--- src/rtl/bcd_display_scan.sv ---
// Latches four BCD digits on a strobe and time-multiplexes them onto a 4-digit
// 7-segment display with optional leading-zero blanking. All outputs are registered.
module bcd_display_scan #(
    parameter int unsigned REFRESH_DIV    = 27000,
    parameter bit          SEG_ACTIVE_LOW = 1'b1,
    parameter bit          AN_ACTIVE_LOW  = 1'b1,
    parameter bit          BLANK_LEADING  = 1'b1
) (
    input  logic       clk,
    input  logic       rst,
    input  logic [3:0] millares_in,
    input  logic [3:0] centenas_in,
    input  logic [3:0] decenas_in,
    input  logic [3:0] unidades_in,
    input  logic       valid_in,
    output logic [6:0] seg_o,
    output logic [3:0] an_o
);

    localparam int unsigned        PRESC_W   = (REFRESH_DIV > 1) ? $clog2(REFRESH_DIV) : 1;
    localparam logic [PRESC_W-1:0] PRESC_MAX = PRESC_W'(REFRESH_DIV - 1);

    localparam logic [6:0] SEG_OFF = SEG_ACTIVE_LOW ? 7'b1111111 : 7'b0000000;
    localparam logic [3:0] AN_OFF  = AN_ACTIVE_LOW  ? 4'b1111    : 4'b0000;

    localparam logic [1:0] SLOT_UNI  = 2'd0;
    localparam logic [1:0] SLOT_DEC  = 2'd1;
    localparam logic [1:0] SLOT_CEN  = 2'd2;
    localparam logic [1:0] SLOT_MIL  = 2'd3;

    logic [3:0]         mil_q, mil_d;
    logic [3:0]         cen_q, cen_d;
    logic [3:0]         dec_q, dec_d;
    logic [3:0]         uni_q, uni_d;
    logic [PRESC_W-1:0] presc_q, presc_d;
    logic [1:0]         idx_q, idx_d;
    logic [6:0]         seg_q, seg_d;
    logic [3:0]         an_q, an_d;
    logic               tick;
    logic [3:0]         digit;
    logic               blank;

    // Active-high {g,f,e,d,c,b,a}; codes 10..15 show a dash.
    function automatic logic [6:0] seg7(input logic [3:0] v);
        logic [6:0] s;
        unique case (v)
            4'd0:    s = 7'b0111111;
            4'd1:    s = 7'b0000110;
            4'd2:    s = 7'b1011011;
            4'd3:    s = 7'b1001111;
            4'd4:    s = 7'b1100110;
            4'd5:    s = 7'b1101101;
            4'd6:    s = 7'b1111101;
            4'd7:    s = 7'b0000111;
            4'd8:    s = 7'b1111111;
            4'd9:    s = 7'b1101111;
            default: s = 7'b1000000;
        endcase
        return s;
    endfunction

    always_comb begin
        mil_d = mil_q;
        cen_d = cen_q;
        dec_d = dec_q;
        uni_d = uni_q;
        if (valid_in) begin
            mil_d = millares_in;
            cen_d = centenas_in;
            dec_d = decenas_in;
            uni_d = unidades_in;
        end
    end

    always_comb begin
        tick    = (presc_q == PRESC_MAX);
        presc_d = tick ? '0 : presc_q + PRESC_W'(1);
        idx_d   = tick ? idx_q + 2'd1 : idx_q;
    end

    // Blanking only suppresses zeros to the left of the first nonzero digit.
    always_comb begin
        digit = uni_q;
        blank = 1'b0;
        unique case (idx_q)
            SLOT_UNI: begin
                digit = uni_q;
                blank = 1'b0;
            end
            SLOT_DEC: begin
                digit = dec_q;
                blank = BLANK_LEADING && (mil_q == 4'd0) && (cen_q == 4'd0) && (dec_q == 4'd0);
            end
            SLOT_CEN: begin
                digit = cen_q;
                blank = BLANK_LEADING && (mil_q == 4'd0) && (cen_q == 4'd0);
            end
            SLOT_MIL: begin
                digit = mil_q;
                blank = BLANK_LEADING && (mil_q == 4'd0);
            end
            default: begin
                digit = uni_q;
                blank = 1'b0;
            end
        endcase
    end

    always_comb begin
        seg_d = SEG_OFF;
        an_d  = AN_OFF;
        if (!blank) begin
            seg_d = seg7(digit) ^ {7{SEG_ACTIVE_LOW}};
            an_d  = (4'b0001 << idx_q) ^ {4{AN_ACTIVE_LOW}};
        end
    end

    always_ff @(posedge clk) begin
        if (!rst) begin
            mil_q   <= 4'd0;
            cen_q   <= 4'd0;
            dec_q   <= 4'd0;
            uni_q   <= 4'd0;
            presc_q <= '0;
            idx_q   <= SLOT_UNI;
            seg_q   <= SEG_OFF;
            an_q    <= AN_OFF;
        end else begin
            mil_q   <= mil_d;
            cen_q   <= cen_d;
            dec_q   <= dec_d;
            uni_q   <= uni_d;
            presc_q <= presc_d;
            idx_q   <= idx_d;
            seg_q   <= seg_d;
            an_q    <= an_d;
        end
    end

    assign seg_o = seg_q;
    assign an_o  = an_q;

endmodule

--- config.mk ---
export PLATFORM = sky130hd
export DESIGN_NAME = bcd_display_scan
export DESIGN_NICKNAME = d
export VERILOG_FILES = /design/src/rtl/bcd_display_scan.sv
export SDC_FILE = /design/constraint.sdc
export NUM_CORES = 1
export LEC_CHECK = 0
export BUFFER_PORTS_ARGS = -buffer_cell sky130_fd_sc_hd__buf_2
export CORE_ASPECT_RATIO = 1.4
export CORE_MARGIN = 1
export CORE_UTILIZATION = 50
export DETAILED_ROUTE_END_ITERATION = 6
export PLACE_DENSITY = 0.72
export SKIP_CTS_REPAIR_TIMING = 1
export SYNTH_ARGS = -nofsm -noshare
export SYNTH_HDL_FRONTEND = slang
export SYNTH_SLANG_ARGS = --single-unit
--- constraint.sdc ---
create_clock -name clk -period 3 [get_ports clk]
set_input_delay 0.3 -clock clk [delete_from_list [all_inputs] [get_ports clk]]
set_output_delay 0.3 -clock clk [all_outputs]
set_load 0.05 [all_outputs]
==> results.yml <==
status:
  status: "finished clean"
run:
  cap_violations: 0
synth:
  synth-compound-area-share_pct: 6.88
  syn_nets: 232
  async_flop_share_pct: 0
  synthCells: 202
  yosys.area_share.xor_xnor_pct: 6.25
  yosys_warnings: 0
  synthDistinctLibCells: 31
  synth-seq-cells: 44
  synthSimpleGateAreaFrac_pct: 19.4
  synth_edf_count: 0
  synth_area_um2: 1960
  synth_top_family_by_area: "simple AND/OR/NAND/NOR gates"
  synthAdderAreaFrac_pct: 7.01
  ys_seq_area_share_pct: 44.9
  synth_mux_area_share_pct: 12.0
  postSynthAreaPerCell_um2: 9.72
  ys_dominant_reg_cell: "dfxtp_1"
sta:
  finalHoldViolCount: 0
  period_needed_ns: 2.14
  finalSetupTns_ns: 0
  slew_violations: 0
  relSlewSlack_pct: 65.4
  fin_skew_ns: 0.00752
  setup_viol: 0
  worst_slack_ns: 0.862
  tightest_slew_ns: 0.509
  rsz0062_at_grt: "no"
  post-route-period-util_pct: 71.3
  max_freq_mhz: 468
finish:
  area_growth_pct: 13.1
  final_cell_mix: "44 x dfxtp_1, 29 x buf_2, 21 x mux2i_1"
  layout_commonest_cell: "dfxtp_1"
  diodes: 0
  drive_gt1_share_pct: 17.2
  nets: 261
  seq_area_um2: 881
  nFillCells: 336
  multi_input_area_um2: 1010
critical_path:
  reg2reg_depth: 10
  end_kind: "flop"
  critPathKind: "flop to flop"
  cp-startpoint: "idx_q[0]"
  r2r_slack_ns: 0.86
  cp_max_fo: 6
  worstPathRequired_ns: 3.17
  start_kind: "flop"
  arrival_ns: 2.31
  worstReg2RegStart: "idx_q[0]"
  worstReg2RegEnd: "seg_o[4]"
detailed_routing:
  wl_per_cell_um: 12.4
  drt-initial-drc-count: 70
  viasPerCell: 5.24
  vias: 1436
  final_antenna_net_count: 0
  drt_pass1_iterations: 4
  wl_mm: 3.40
  drc: 0
grt:
  grt.total_usage_pct: 18.3
  grt-ovfl-total: 0
  antenna_found_initial: 0
  grt_pass1_vias: 1293
  grt_max_degree: 23
  grt_pass1_wl_mm: 5.75
clock_network:
  clock_latency_ns: 0.29
  cts_tree: "yes"
  clock_sinks: 44
  clk_pin_slew_worst_paths_ns: 0.08
  cts_root_buffer: "clkbuf_8"
  clock_path_buffers: 2
  cts_buffers: 5
  cts-htree-levels: 2
hold_path:
  hp-class: "primary input to flop"
  hold_path_end: "dec_q[1]"
  hp-start: "decenas_in[1]"
  hold_depth: 3
floorplan:
  fp.coreArea_um2: 3710
  rows: 26
  boundaryPins: 30
  initial_utilization_pct: 52.9
  die_w_um: 55.0
  die_h_um: 76.1
  dieArea_um2: 4180
power_and_ir_drop:
  p_per_area_nw_per_um2: 511
  p_leak_nw: 0.949
  ir_worst_vdd_uv: 382
placed_design:
  pre_cts_ws_ns: 0.857
  hpwl_mm: 2.52
  globalplace.congestion: 0.892
  io_buffers: 29
critical path: stages, from the launching register on:
cell and delay [ns]:
dfxtp_1 0.39, inv_1 0.10, ha_1 0.28, a222oi_1 0.34
mux2i_1 0.22, inv_1 0.17, ha_1 0.18, inv_1 0.04
mux2i_1 0.12, a22o_1 0.14, nand2_1 0.04
how the worst max path moves through the flow:
stage                          end  slack [ns]
after global routing      seg_o[4]        0.63
after floorplan           seg_o[4]        1.05
after detailed placement  seg_o[4]        0.86
final                     seg_o[4]        0.86
after global placement    seg_o[4]        0.91
after CTS                 seg_o[4]        0.85
state kept, by name, summed over array words and instances (netlist names):
register	flops
mil_q	4
uni_q	4
dec_q	4
presc_q	15
idx_q	2
seg_o	7
cen_q	4
an_o	4
cell type report:
class | instances | area share [%]
Inverter | 10 | 1.69
Timing Repair Buffer | 29 | 6.54
Clock buffer | 6 | 3.72
Sequential cell | 44 | 39.7
Tap cell | 42 | 2.37
Multi-Input combinational cell | 141 | 45.5
Clock inverter | 2 | 0.451
logic make-up after synthesis:
family	Yosys count
flip-flops	44
AND/OR/NAND/NOR	75
multiplexers	23
buffers and inverters	17
adder cells (fa/ha/maj)	11
AO/OA/AOI/OAI	18
XOR/XNOR	14
Yosys cell counts, types with 2 or more instances:
| library cell | n | area, um^2 |
|---|---|---|
| nand3_1 | 9 | 45.0 |
| o21ai_0 | 3 | 15.0 |
| nor2b_1 | 17 | 106 |
| xnor2_1 | 7 | 61.3 |
| and3_1 | 4 | 25.0 |
| buf_2 | 3 | 15.0 |
| o21a_1 | 4 | 30.0 |
| nor3_1 | 2 | 10.0 |
| inv_1 | 10 | 37.5 |
| and2_1 | 2 | 12.5 |
| a222oi_1 | 4 | 40.0 |
| dfxtp_1 | 44 | 881 |
| a21oi_1 | 2 | 10.0 |
| nand2_1 | 12 | 45.0 |
| clkbuf_1 | 3 | 11.3 |
| mux2i_1 | 21 | 210 |
| nor2_1 | 19 | 71.3 |
| xor2_1 | 7 | 61.3 |
| o211ai_1 | 2 | 15.0 |
| ha_1 | 11 | 138 |
| nor4_1 | 6 | 37.5 |
metal layers:
layer / vias to the layer above / part of all wire, % / GRT usage, %
met5: - / 0 / 0
met4: 0 / 1.9 / 6.75
met3: 7 / 4.1 / 4.79
met2: 29 / 48 / 28.9
met1: 654 / 46 / 23.1
li1: 746 / - / -
stage by stage:
| step | area [um^2] | utilization (%) | total power [mW] | hold WS (ns) | cells |
|---|---|---|---|---|---|
| after floorplan | 1960 | - | 0.738 | 0.426 | 202 |
| after global placement | 2130 | 57.4 | 0.771 | 0.447 | 266 |
| after detailed placement | 2130 | 57.4 | 0.773 | 0.457 | 266 |
| after CTS | 2220 | 59.9 | 1.15 | 0.256 | 274 |
| after global routing | 2220 | 59.9 | 1.19 | 0.253 | 274 |
| final | 2220 | 59.9 | 1.14 | 0.261 | 274 |
power by group:
group,switching [mW],internal [mW],leakage [nW]
clock,0.193,0.184,0.0510
sequential,0.0152,0.610,0.361
combinational,0.0828,0.0510,0.536
total,0.291,0.844,0.949
(Power assumes the default switching activity.)
